==> config.mk <==
export PLATFORM = sky130hd
export DESIGN_NAME = wm8978_vol_sched_flat
export DESIGN_NICKNAME = d
export VERILOG_FILES = /design/src/rtl/wm8978_pkg.sv /design/src/rtl/wm8978_vol_sched_if.sv /design/src/rtl/wm8978_vol_sched.sv /design/src/flat_wrapper.sv
export SDC_FILE = /design/constraint.sdc
export NUM_CORES = 1
export LEC_CHECK = 0
export CORE_MARGIN = 2
export CORE_UTILIZATION = 58
export DETAILED_ROUTE_END_ITERATION = 8
export DONT_BUFFER_PORTS = 1
export PLACE_DENSITY = 0.74
export SLEW_MARGIN = 0
export SYNTH_ARGS = -nofsm -noshare
export SYNTH_HDL_FRONTEND = slang
export SYNTH_SLANG_ARGS = --single-unit
==> constraint.sdc <==
create_clock -name clk -period 2 [get_ports clk]
set_input_delay 0.4 -clock clk [delete_from_list [all_inputs] [get_ports clk]]
set_output_delay 0.4 -clock clk [all_outputs]
set_load 0.005 [all_outputs]
==> src/rtl/wm8978_pkg.sv <==
// Shared definitions for the WM8978 runtime volume/mute scheduler.
// Holds the output-volume register addresses, the scheduler state encoding,
// the volume ceiling, and two small helpers. The helpers compute the
// saturating level update and build the 16-bit I2C word for a write slot.
package wm8978_pkg;

    localparam logic [6:0] REG_LOUT1 = 7'd52;
    localparam logic [6:0] REG_ROUT1 = 7'd53;
    localparam logic [6:0] REG_LSPK  = 7'd54;
    localparam logic [6:0] REG_RSPK  = 7'd55;

    localparam logic [5:0] VOL_MAX = 6'd63;

    typedef enum logic [2:0] {
        ST_WAIT_CFG,
        ST_IDLE,
        ST_LOAD,
        ST_EXEC,
        ST_WAIT,
        ST_NEXT
    } state_t;

    // Saturating volume update. Simultaneous up and down cancel out.
    // The 7-bit sum catches overflow past 63 before it is truncated.
    function automatic logic [5:0] next_level(input logic [5:0] level,
                                              input logic [5:0] step,
                                              input logic       up,
                                              input logic       dn);
        logic [6:0] sum;
        sum        = {1'b0, level} + {1'b0, step};
        next_level = level;
        if (up && !dn)
            next_level = (sum > {1'b0, VOL_MAX}) ? VOL_MAX : sum[5:0];
        else if (dn && !up)
            next_level = (level < step) ? 6'd0 : level - step;
    endfunction

    // I2C word layout is {addr[6:0], upd, zc=0, mute, vol[5:0]}.
    // The odd slots are the right-channel registers (R53, R55). Each of
    // them carries the update bit, which latches the left/right pair.
    function automatic logic [15:0] reg_word(input logic [1:0] idx,
                                             input logic       mute,
                                             input logic [5:0] level);
        logic [6:0] addr;
        case (idx)
            2'd0:    addr = REG_LOUT1;
            2'd1:    addr = REG_ROUT1;
            2'd2:    addr = REG_LSPK;
            default: addr = REG_RSPK;
        endcase
        reg_word = {addr, idx[0], 1'b0, mute, level};
    endfunction

endpackage

==> src/rtl/wm8978_vol_sched_if.sv <==
// Handshake between the volume scheduler and the shared I2C write driver.
//   i2c_exec : 1-cycle write request          (master -> slave)
//   i2c_data : {reg_addr[6:0], reg_val[8:0]}  (master -> slave)
//   i2c_done : 1-cycle write finished         (slave -> master)
//   i2c_ack  : 1 = codec NACK, valid with i2c_done (slave -> master)
interface wm8978_vol_sched_if;
    logic        i2c_exec;
    logic [15:0] i2c_data;
    logic        i2c_done;
    logic        i2c_ack;

    modport master (output i2c_exec, i2c_data, input  i2c_done, i2c_ack);
    modport slave  (input  i2c_exec, i2c_data, output i2c_done, i2c_ack);
endinterface

==> src/rtl/wm8978_vol_sched.sv <==
// WM8978 runtime volume/mute scheduler.
// This block turns vol_up / vol_dn / mute_tgl pulses into ordered I2C writes
// to the headphone volume registers (R52/R53). When SPK_EN is set, it also
// writes the speaker volume registers (R54/R55). It waits for the power-up
// configuration to report done, then writes the committed level once.
// Ports:
//   clk, rst        : clock, asynchronous active-high reset
//   cfg_done        : level, initial codec configuration complete
//   vol_up, vol_dn  : 1-cycle volume step requests
//   mute_tgl        : 1-cycle mute toggle request
//   bus (master)    : I2C driver handshake (exec/data out, done/ack in)
//   vol_level, mute : committed volume and mute state
//   busy            : a write sequence is in progress
//   err             : sticky, a write was still NACKed after MAX_RETRY retries
module wm8978_vol_sched
    import wm8978_pkg::*;
#(
    parameter logic [5:0] VOL_INIT  = 6'd40,
    parameter logic [5:0] VOL_STEP  = 6'd4,
    parameter logic [1:0] MAX_RETRY = 2'd3,
    parameter logic       SPK_EN    = 1'b1
) (
    input  logic                       clk,
    input  logic                       rst,
    input  logic                       cfg_done,
    input  logic                       vol_up,
    input  logic                       vol_dn,
    input  logic                       mute_tgl,
    wm8978_vol_sched_if.master         bus,
    output logic [5:0]                 vol_level,
    output logic                       mute,
    output logic                       busy,
    output logic                       err
);

    localparam logic [1:0] LAST_IDX = SPK_EN ? 2'd3 : 2'd1;

    state_t     state, state_n;
    logic [1:0] idx;
    logic [1:0] retry_cnt;
    logic       pending;
    logic       req;

    // Control strobes from the next-state logic to the datapath registers.
    logic force_pend, clr_pend, idx_clr, idx_inc;
    logic ld_data, retry_clr, retry_inc, set_err;

    assign req = vol_up | vol_dn | mute_tgl;

    always_comb begin
        // NOTE: every output of this block gets a default first, so no path can leave a latch behind.
        state_n    = state;
        force_pend = 1'b0;
        clr_pend   = 1'b0;
        idx_clr    = 1'b0;
        idx_inc    = 1'b0;
        ld_data    = 1'b0;
        retry_clr  = 1'b0;
        retry_inc  = 1'b0;
        set_err    = 1'b0;
        case (state)
            ST_WAIT_CFG: if (cfg_done) begin
                state_n    = ST_IDLE;
                force_pend = 1'b1;       // write the committed level once
            end
            ST_IDLE: if (pending) begin
                clr_pend = 1'b1;
                idx_clr  = 1'b1;
                state_n  = ST_LOAD;
            end
            ST_LOAD: begin
                ld_data   = 1'b1;
                retry_clr = 1'b1;
                state_n   = ST_EXEC;
            end
            ST_EXEC: state_n = ST_WAIT;
            ST_WAIT: if (bus.i2c_done) begin
                if (!bus.i2c_ack) begin
                    state_n = ST_NEXT;
                end else if (retry_cnt < MAX_RETRY) begin
                    retry_inc = 1'b1;
                    state_n   = ST_EXEC;  // resend the same word
                end else begin
                    set_err = 1'b1;       // give up on this register
                    state_n = ST_NEXT;
                end
            end
            ST_NEXT: if (idx == LAST_IDX) begin
                state_n = ST_IDLE;
            end else begin
                idx_inc = 1'b1;
                state_n = ST_LOAD;
            end
            default: state_n = ST_WAIT_CFG;
        endcase
    end

    always_ff @(posedge clk or posedge rst) begin
        if (rst) state <= ST_WAIT_CFG;
        // NOTE: clocked state always uses <=, so every register samples pre-edge values.
        else     state <= state_n;
    end

    // Requests apply in any state. A request that arrives while a sequence
    // is running only changes later LOADs. pending then schedules one more
    // full sequence, and repeated requests merge into it.
    always_ff @(posedge clk or posedge rst) begin
        if (rst) begin
            vol_level    <= VOL_INIT;
            mute         <= 1'b0;
            pending      <= 1'b0;
            idx          <= 2'd0;
            retry_cnt    <= 2'd0;
            bus.i2c_data <= 16'd0;
            err          <= 1'b0;
        end else begin
            vol_level <= next_level(vol_level, VOL_STEP, vol_up, vol_dn);
            mute      <= mute ^ mute_tgl;

            // A new request wins over the clear in IDLE, so it is not lost.
            if (force_pend || req) pending <= 1'b1;
            else if (clr_pend)     pending <= 1'b0;

            if (idx_clr)      idx <= 2'd0;
            else if (idx_inc) idx <= idx + 2'd1;

            if (retry_clr)      retry_cnt <= 2'd0;
            else if (retry_inc) retry_cnt <= retry_cnt + 2'd1;

            // The word is captured only in LOAD. It stays stable through
            // EXEC/WAIT and across retries.
            if (ld_data) bus.i2c_data <= reg_word(idx, mute, vol_level);

            if (set_err) err <= 1'b1;
        end
    end

    assign bus.i2c_exec = (state == ST_EXEC);
    assign busy         = (state != ST_IDLE) && (state != ST_WAIT_CFG);

endmodule
==> src/flat_wrapper.sv <==
// flat-port wrapper written by rule: the top's interface ports become plain ports
module wm8978_vol_sched_flat import wm8978_pkg::*;
#(
    parameter logic [5:0] VOL_INIT  = 6'd40,
    parameter logic [5:0] VOL_STEP  = 6'd4,
    parameter logic [1:0] MAX_RETRY = 2'd3,
    parameter logic       SPK_EN    = 1'b1
)
  (clk, rst, cfg_done, vol_up, vol_dn, mute_tgl, vol_level, mute, busy, err, bus_i2c_exec, bus_i2c_data, bus_i2c_done, bus_i2c_ack);
  wm8978_vol_sched_if bus_i ();
  input  logic clk;
  input  logic rst;
  input  logic cfg_done;
  input  logic vol_up;
  input  logic vol_dn;
  input  logic mute_tgl;
  output logic [5:0] vol_level;
  output logic mute;
  output logic busy;
  output logic err;
  output wire logic [$bits(bus_i.i2c_exec)-1:0] bus_i2c_exec;
  output wire logic [$bits(bus_i.i2c_data)-1:0] bus_i2c_data;
  input wire logic [$bits(bus_i.i2c_done)-1:0] bus_i2c_done;
  input wire logic [$bits(bus_i.i2c_ack)-1:0] bus_i2c_ack;
  assign bus_i2c_exec = bus_i.i2c_exec;
  assign bus_i2c_data = bus_i.i2c_data;
  assign bus_i.i2c_done = bus_i2c_done;
  assign bus_i.i2c_ack = bus_i2c_ack;
  wm8978_vol_sched #(.VOL_INIT(VOL_INIT), .VOL_STEP(VOL_STEP), .MAX_RETRY(MAX_RETRY), .SPK_EN(SPK_EN)) u_core (.clk(clk), .rst(rst), .cfg_done(cfg_done), .vol_up(vol_up), .vol_dn(vol_dn), .mute_tgl(mute_tgl), .bus(bus_i), .vol_level(vol_level), .mute(mute), .busy(busy), .err(err));
endmodule
==> impl_metrics.yaml, run 1 <==
outcome:
  status: "completed"
layout:
  drive_gt1_share_pct: 16.6
  fin_util_pct: 61.1
  synthToLayoutAreaGrowth_pct: 0.332
  fillerInstances: 220
  design_area_mm2: 0.00151
  num-nets-final: 169
  diodes: 0
timing:
  setup_viol: 0
  fin_crit_ps: 1850
  finalSetupTns_ps: 0
  hold_viol_final: 0
  finalMaxSlewViolations: 0
  finClkSkew_ps: 2.21
  slew_headroom_pct: 52.6
  period_share_pct: 92.7
  grt_setup_unrepaired: "no"
  tightest_slew_ps: 711
  max_freq_mhz: 540
power:
  clock_power_share_pct: 10.1
  p_sw_mw: 0.915
  p_seq_share_pct: 46.7
  combPwrFrac_pct: 43.2
  p_int_mw: 1.29
  max-vdd-ir-drop_uv: 988
  p_total_mw: 2.20
  power_density_mw_per_mm2: 1450
  p_leak_nw: 0.686
  swShare_pct: 41.6
global_route:
  antenna_found_initial: 0
  grt_pass1_vias: 1002
  grtUsageTotal_pct: 20.2
  overflow: 0
  grt_pass1_wl_mm: 4.35
  grt_max_degree: 20
logic_synthesis:
  syn_area_mm2: 0.00151
  ys_seq_area_share_pct: 41.6
  ys.warnings.count: 0
  synth-edff-count: 0
  async_flop_share_pct: 100
  avgSynthCellArea_um2: 9.80
  yosysTopAreaCellShare_pct: 38.1
  syn_inst: 154
  yosys.area.top_type: "dfrtp_1"
  synth_area_leaders: "dfrtp_1, ha_1, mux2_2"
  ys.flop_type: "dfrtp_1"
  ys_types: 43
  yosys_register_bits: 25
setup_path:
  endpoint: "u_core.vol_level[5]$_DFFE_PP1P_"
  critPathKind: "reg -> reg"
  r2r_slack_ps: 150
  r2r-start: "u_core.vol_level[3]$_DFFE_PP1P_"
  cp-end-kind: "register"
  startpoint: "u_core.vol_level[3]$_DFFE_PP1P_"
  reg2reg_depth: 6
  cp.required_ps: 2250
  timing.rr.end: "u_core.vol_level[5]$_DFFE_PP1P_"
  cp_data_arrival_time_ps: 2100
  path_max_fanout: 6
  startpoint_type: "register"
detailed_routing:
  post_drt_wl_per_cell_um: 15.4
  viasPerCell: 5.97
  first_pass_iters: 4
  drt_iter0_drc: 19
  postRouteAntennaNets: 0
  drc: 0
  drt-total-wl_mm: 2.80
  vias: 1080
cts:
  cts_tree: "built"
  clock_sinks: 25
  cts_resized: 0
  cts_setup_buffers: 0
  cts_hold_buffers: 0
  cts_buffers: 3
  cts_root_buf: "clkbuf_4"
  clock_latency_ps: 310
  h-tree-depth: 1
  clk_path_buf_depth: 2
  path_clk_slew_ps: 130
floorplanning:
  dieWidth_um: 55.0
  start_util_pct: 60.9
  core_area_mm2: 0.00248
  dieArea_mm2: 0.00303
  num_io_pins: 34
  row_count: 18
  die_h_um: 55.0
job:
  drv_cap: 0
placed_design:
  port_buffers: 0
  placed_area_mm2: 0.00148
  dp_hpwl_mm: 2.08
  gp_congestion: 0.874
hold_path:
  hold_class: "in -> async"
-- cells in the final DEF, fill, tap and decap left out, drive strengths merged, types with 2 or more instances in the layout --
cell	Yosys	final
and3b	4	4
o21ai	5	5
ha	9	9
or2	3	3
o211ai	2	2
o2bb2ai	2	2
nor3	4	4
mux2	7	7
dfstp	2	2
buf	15	6
o22ai	5	5
nand2	4	4
nand3b	2	2
nand4	3	3
nor2	11	11
a31oi	6	6
nand2b	4	4
conb	1	3
inv	14	14
a32oi	2	2
clkbuf	1	5
a21oi	8	8
nor3b	2	2
dfrtp	23	23
-- cell type report --
cell class,instances,area [µm²],area share [%]
clock buffers,4,26.3,1.74
flip-flops and latches,25,628,41.5
multi-input cells,101,719,47.5
well taps,30,37.5,2.48
repair buffers,7,50.0,3.31
inverters,14,52.6,3.47
-- worst min path at each step --
stage | slack [ps] | endpoint | cells past startpoint
after CTS | 80 | u_core.bus.i2c_data[13]$_DFFE_PP0P_ | 1
after global routing | 110 | u_core.bus.i2c_data[13]$_DFFE_PP0P_ | 1
final | 70 | u_core.retry_cnt[1]$_DFFE_PP0P_ | 1
after floorplan | 430 | u_core.bus.i2c_data[10]$_DFFE_PP0P_ | 1
after detailed placement | 440 | u_core.bus.i2c_data[13]$_DFFE_PP0P_ | 1
after global placement | 440 | u_core.retry_cnt[1]$_DFFE_PP0P_ | 1
-- worst max-delay path, stage by stage (launching register included) --
cell and delay [ps]:
dfstp_2 610, inv_1 60, ha_1 330, and3b_1 180, o211ai_1 80, a211o_2 360
a31oi_1 170
-- synthesized netlist by cell type, drive strengths merged (2+ instances only) --
cell type,count
a21oi,8
a31oi,6
a32oi,2
and3b,4
buf,15
dfrtp,23
dfstp,2
ha,9
inv,14
mux2,7
nand2,4
nand2b,4
nand3b,2
nand4,3
nor2,11
nor3,4
nor3b,2
o211ai,2
o21ai,5
o22ai,5
o2bb2ai,2
or2,3
-- sequential cells by signal, indices dropped and copies added, names as in the netlist --
name,count
u_core.state,3
u_core.err,1
u_core.pending,1
u_core.mute,1
u_core.vol_level,5
u_core.retry_cnt,2
u_core.idx,2
u_core.bus.i2c_data,10
-- through the flow --
stage / hold slack [ps] / instances / worst slack (ps)
global placement: 435 / 176 / 198
detailed placement: 440 / 176 / 126
CTS: 79.7 / 180 / 102
global route: 106 / 181 / 26.1
floorplan: 426 / 156 / 278
finish: 68.4 / 181 / 147
-- cell families (layout without fill, tap and decap cells) --
group / count (synthesis) / after routing / synth area share [%]
muxes: 8 / 8 / 5.89
DFF: 25 / 25 / 41.6
xor gates and xnor gates: 2 / 2 / 1.16
buffers and inverters: 30 / 25 / 11.2
AOI/OAI and AO/OA: 39 / 39 / 17.2
and+or+nand+nor: 40 / 40 / 15.2
adders and majority gates: 9 / 9 / 7.46
other: 1 / 3 / 0.249
-- metal layers --
metal / part of all wire (%) / vias to the layer above / GRT usage [%]
met5: 0 / - / 0
li1: - / 522 / -
met2: 47 / 28 / 32.3
met1: 47 / 528 / 25.9
met4: 0.64 / 0 / 5.69
met3: 5.5 / 2 / 6.99
-- power by group through the flow --
stage	Combinational, mW	Clock, mW	Sequential (mW)
CTS	0.937	0.231	1.04
global route	1.07	0.247	1.07
global placement	0.887	0	1.03
detailed placement	0.935	0	1.05
finish	0.951	0.223	1.03
floorplan	0.892	0	0.907
Power figures use the tool's default switching activity.
==> run 2, diff against run 1 <==
REMOVE_ABC_BUFFERS = 1   (was not set)
==> impl_metrics.yaml, run 2 (synthesis gave the netlist of run 1 again) <==
setup_path:
  cp_data_arrival_time_ps: 2140
  startpoint: "u_core.vol_level[3]$_DFFE_PP1P_"
  path_max_fanout: 6
  timing.rr.end: "u_core.vol_level[5]$_DFFE_PP1P_"
  crit_chain: "inv_1, ha_1, and3b_1, o211ai_1, a211o_2, a31oi_1"
  critPathBufInv: 1
  critPathKind: "reg -> reg"
  path_depth: 6
  startpoint_type: "register"
  cpPeakStageDelay_ps: 620
  cp.required_ps: 2250
  reg2reg_depth: 6
  r2r-start: "u_core.vol_level[3]$_DFFE_PP1P_"
  critPathSlowestCell: "dfstp_2"
  critPathTopFamily: "flip-flops"
  endpoint: "u_core.vol_level[5]$_DFFE_PP1P_"
  r2r_slack_ps: 110
  cp-end-kind: "register"
outcome:
  status: "completed"
timing:
  finalSetupTns_ps: 0
  finalMaxSlewViolations: 0
  hold_viol_final: 0
  fin_crit_ps: 1890
  grt_setup_unrepaired: "no"
  finClkSkew_ps: 12.5
  max_freq_mhz: 530
  setup_viol: 0
  period_share_pct: 94.3
power:
  max-vdd-ir-drop_uv: 832
  p_int_mw: 1.31
  p_leak_nw: 0.697
  swShare_pct: 41.5
  clock_power_share_pct: 10.0
  power_density_mw_per_mm2: 1460
  p_seq_share_pct: 42.1
  p_sw_mw: 0.929
  combPwrFrac_pct: 47.9
cts:
  cts_tree: "built"
  cts_buffers: 3
  path_clk_slew_ps: 140
  clock_sinks: 25
  h-tree-depth: 1
  clock_latency_ps: 320
  cts_root_buf: "clkbuf_4"
  clk_path_buf_depth: 2
  cts_resized: 0
detailed_routing:
  drt_iter0_drc: 17
  drt-total-wl_mm: 2.79
  vias: 1107
  postRouteAntennaNets: 0
  post_drt_wl_per_cell_um: 15.3
  viasPerCell: 6.05
  first_pass_iters: 4
  drc: 0
global_route:
  grt_max_degree: 15
  overflow: 0
  grtUsageTotal_pct: 19.9
  grt_pass1_vias: 959
  antenna_found_initial: 0
  grt_pass1_wl_mm: 4.23
floorplanning:
  core_area_mm2: 0.00248
  die_h_um: 55.0
  start_util_pct: 60.9
  row_count: 18
  num_io_pins: 34
  dieArea_mm2: 0.00303
  dieWidth_um: 55.0
layout:
  diodes: 0
  largest_register_ffs: 10
  fin_util_pct: 61.9
  largest_register: "u_core.bus.i2c_data"
  num-nets-final: 171
  fillerInstances: 228
  multi_input_area_um2: 719
  reg_top3: "u_core.bus.i2c_data x10, u_core.vol_level x5, u_core.state x3"
  mostFrequentLayoutCells: "dfrtp_1, inv_1, nor2_1, ha_1, a21oi_1"
  regArea_um2: 628
  drive_gt1_share_pct: 17.6
  synthToLayoutAreaGrowth_pct: 1.58
  final_common_cell: "dfrtp_1"
hold_path:
  whs_path_depth: 1
  hold_class: "in -> reg"
placed_design:
  dp_hpwl_mm: 2.06
  gp_congestion: 0.829
  port_buffers: 0
job:
  drv_cap: 0
-- run 2: cell count changes in the layout (fill, tap and decap cells not counted), sizes merged --
cell / previous run / this run
clkbuf: 5 / 4
dlygate4sd3: 0 / 1
buf: 6 / 7
clkinv: 0 / 1
-- run 2: layout make-up --
class                      instances  share of cell area [%]
tap                               30                    2.45
timing repair buffer               9                    4.41
sequential                        25                    41.0
multi-input combinational        101                    46.9
inverter                          14                    3.43
clock buffer                       3                    1.47
clock inverter                     1                   0.327
-- run 2: metrics by stage --
step / hold slack, ps / setup slack (ps) / power (mW) / instance area (µm²) / std cells
floorplan: 426 / 83.3 / 1.69 / 1400 / 140
global placement: 313 / 207 / 1.95 / 1490 / 177
detailed placement: 328 / 99.4 / 2.01 / 1490 / 177
CTS: 158 / 74.6 / 2.23 / 1530 / 182
global route: 139 / 39.4 / 2.42 / 1530 / 183
finish: 169 / 114 / 2.24 / 1530 / 183
-- run 2: how the worst min path moves through the flow --
stage	from	endpoint
2_1_floorplan	rst	u_core.bus.i2c_data[10]$_DFFE_PP0P_
3_3_place_gp	rst	u_core.bus.i2c_data[5]$_DFFE_PP0P_
3_5_place_dp	rst	u_core.bus.i2c_data[8]$_DFFE_PP0P_
4_1_cts	mute_tgl	u_core.mute$_DFF_PP0_
5_1_grt	mute_tgl	u_core.mute$_DFF_PP0_
6_report	mute_tgl	u_core.mute$_DFF_PP0_
-- run 2: power by group through the flow --
stage	Combinational, mW	Clock (mW)	Sequential (mW)
2_1_floorplan	0.704	0	0.989
3_3_place_gp	0.994	0	0.951
3_5_place_dp	1.05	0	0.963
4_1_cts	1.05	0.229	0.951
5_1_grt	1.19	0.254	0.980
6_report	1.07	0.223	0.944
-- run 2: per-layer routing --
metal,wire length [µm],GRT usage [%],up-vias,share of wire (%)
li1,-,-,530,-
met1,1240,25.3,535,44
met2,1360,30.4,36,49
met3,141,4.84,6,5.1
met4,57,12.2,0,2.0
met5,0,0,-,0
-- run 2: repair_timing --
action / in CTS / in global routing
hold buffers: 1 / 0
setup endpoints to repair: 0 / 1
endpoints found under the hold margin: 10 / 0
setup buffers: 0 / 1
==> run 3, diff against run 2 <==
CORE_UTILIZATION = 37   (was 58)
PLACE_DENSITY = not set   (was 0.74)
==> impl_metrics.yaml, run 3 (synthesis gave the netlist of run 1 again) <==
outcome:
  status: "finished with violations"
  violations: "negative hold slack"
power:
  max-vdd-ir-drop_uv: 667
  p_leak_nw: 0.687
  p_total_mw: 2.29
  power_density_mw_per_mm2: 1470
floorplanning:
  core_area_mm2: 0.00397
  row_count: 23
  num_io_pins: 34
  dieWidth_um: 67.9
  die_h_um: 67.9
  start_util_pct: 38.0
  dieArea_mm2: 0.00460
layout:
  diodes: 0
  largest_register: "u_core.bus.i2c_data"
  synthToLayoutAreaGrowth_pct: 2.99
  largest_register_ffs: 10
  num-nets-final: 168
  reg_top3: "u_core.bus.i2c_data x10, u_core.vol_level x5, u_core.state x3"
  drive_gt1_share_pct: 16.7
  fin_util_pct: 39.1
  mostFrequentLayoutCells: "dfrtp_1, inv_1, nor2_1, ha_1, a21oi_1"
  final_common_cell: "dfrtp_1"
global_route:
  grt_pass1_vias: 1064
  grt_max_degree: 16
  grt_pass1_wl_mm: 4.55
  grtUsageTotal_pct: 13.2
  overflow: 0
  antenna_found_initial: 0
cts:
  clk_path_buf_depth: 2
  cts_resized: 0
  clock_sinks: 25
  clock_latency_ps: 260
  cts_root_buf: "clkbuf_8"
  h-tree-depth: 1
  cts_buffers: 3
  cts_hold_buffers: 0
  cts_tree: "built"
  path_clk_slew_ps: 90
setup_path:
  cp.required_ps: 2190
  cp-end-kind: "register"
  startpoint_type: "register"
  cpPeakStageDelay_ps: 610
  critPathKind: "reg -> reg"
  path_max_fanout: 7
  cp_data_arrival_time_ps: 2050
  crit_chain: "inv_1, ha_1, and3b_1, o211ai_1, a211o_2, a31oi_1"
  critPathSlowestCell: "dfstp_2"
timing:
  finalMaxSlewViolations: 0
  setup_viol: 0
  period_share_pct: 92.9
  finalSetupTns_ps: 0
  max_freq_mhz: 538
  fin_crit_ps: 1860
  holdWs_ps: -9.77
  hold_viol_final: 8
  grt_setup_unrepaired: "no"
  finClkSkew_ps: 3.11
detailed_routing:
  vias: 1085
  viasPerCell: 5.43
  drt-total-wl_mm: 3.01
  first_pass_iters: 4
  postRouteAntennaNets: 0
  drc: 0
  drt_iter0_drc: 71
  post_drt_wl_per_cell_um: 15.0
hold_path:
  hold_class: "in -> async"
job:
  drv_cap: 0
placed_design:
  dp_hpwl_mm: 2.26
  gp_congestion: 0.757
  port_buffers: 0
==> run 3: cell types whose count changed in the layout (fill, tap and decap cells not counted) <==
cell and change:
clkinvlp_4 +1, clkinv_2 -1, buf_4 -2, clkbuf_8 +3, clkbuf_4 -3, dlygate4sd3_1 -1
==> run 3: worst paths after layout <==
check,startpoint,cells past startpoint,endpoint,slack [ps]
worst max-delay path,u_core.vol_level[3]$_DFFE_PP1P_,6,u_core.vol_level[2]$_DFFE_PP0P_,140
worst min-delay path,rst,1,u_core.bus.i2c_data[5]$_DFFE_PP0P_,-10
worst max register to register,u_core.vol_level[3]$_DFFE_PP1P_,6,u_core.vol_level[2]$_DFFE_PP0P_,140
worst min register to register,u_core.err$_DFFE_PP0P_,1,u_core.err$_DFFE_PP0P_,520
max in group asynchronous,rst,2,u_core.state[0]$_DFFE_PP0P_,1460
min in group clk,mute_tgl,1,u_core.mute$_DFF_PP0_,200
==> run 3: per-stage QoR <==
step | setup slack, ps | cells | area, µm² | hold WS [ps]
finish | 142 | 200 | 1550 | -9.77
global route | 41.1 | 200 | 1550 | 21.2
CTS | 92.2 | 199 | 1550 | 10.2
detailed placement | 113 | 195 | 1500 | 302
global placement | 199 | 195 | 1500 | 284
floorplan | 83.3 | 140 | 1400 | 426
==> run 3: area by class of cell <==
| type | instances | area, µm² |
|---|---|---|
| clock buffer | 3 | 41.3 |
| clock inverter | 1 | 7.51 |
| fill | 387 | 2420 |
| inverter | 14 | 52.6 |
| multi-input combinational | 101 | 719 |
| sequential | 25 | 628 |
| tap | 50 | 62.6 |
| timing repair buffer | 6 | 42.5 |
==> run 3: what timing repair did <==
item,in CTS,in global routing
setup buffers,0,1
setup endpoints to repair,0,1
endpoints found under the hold margin,0,0
==> run 3: report_power, final <==
group / switching [mW] / internal, mW
Clock: 0.164 / 0.141
Combinational: 0.487 / 0.486
Sequential: 0.288 / 0.726
==> run 3: critical path, delay by kind of cell, from the launching register on <==
| kind | cells | cell delay [ps] |
|---|---|---|
| and+or+nand+nor | 1 | 170 |
| DFF | 1 | 610 |
| adders and majority gates | 1 | 330 |
| buffers and inverters | 1 | 60 |
| AOI/OAI and AO/OA | 3 | 610 |
==> run 3: per-layer routing <==
| layer | routed length, µm | part of all wire (%) | track usage, % |
|---|---|---|---|
| met4 | 30 | 1.0 | 6.50 |
| met3 | 139 | 4.6 | 2.80 |
| met2 | 1570 | 52 | 24.5 |
| met5 | 0 | 0 | 0 |
| met1 | 1270 | 42 | 14.2 |
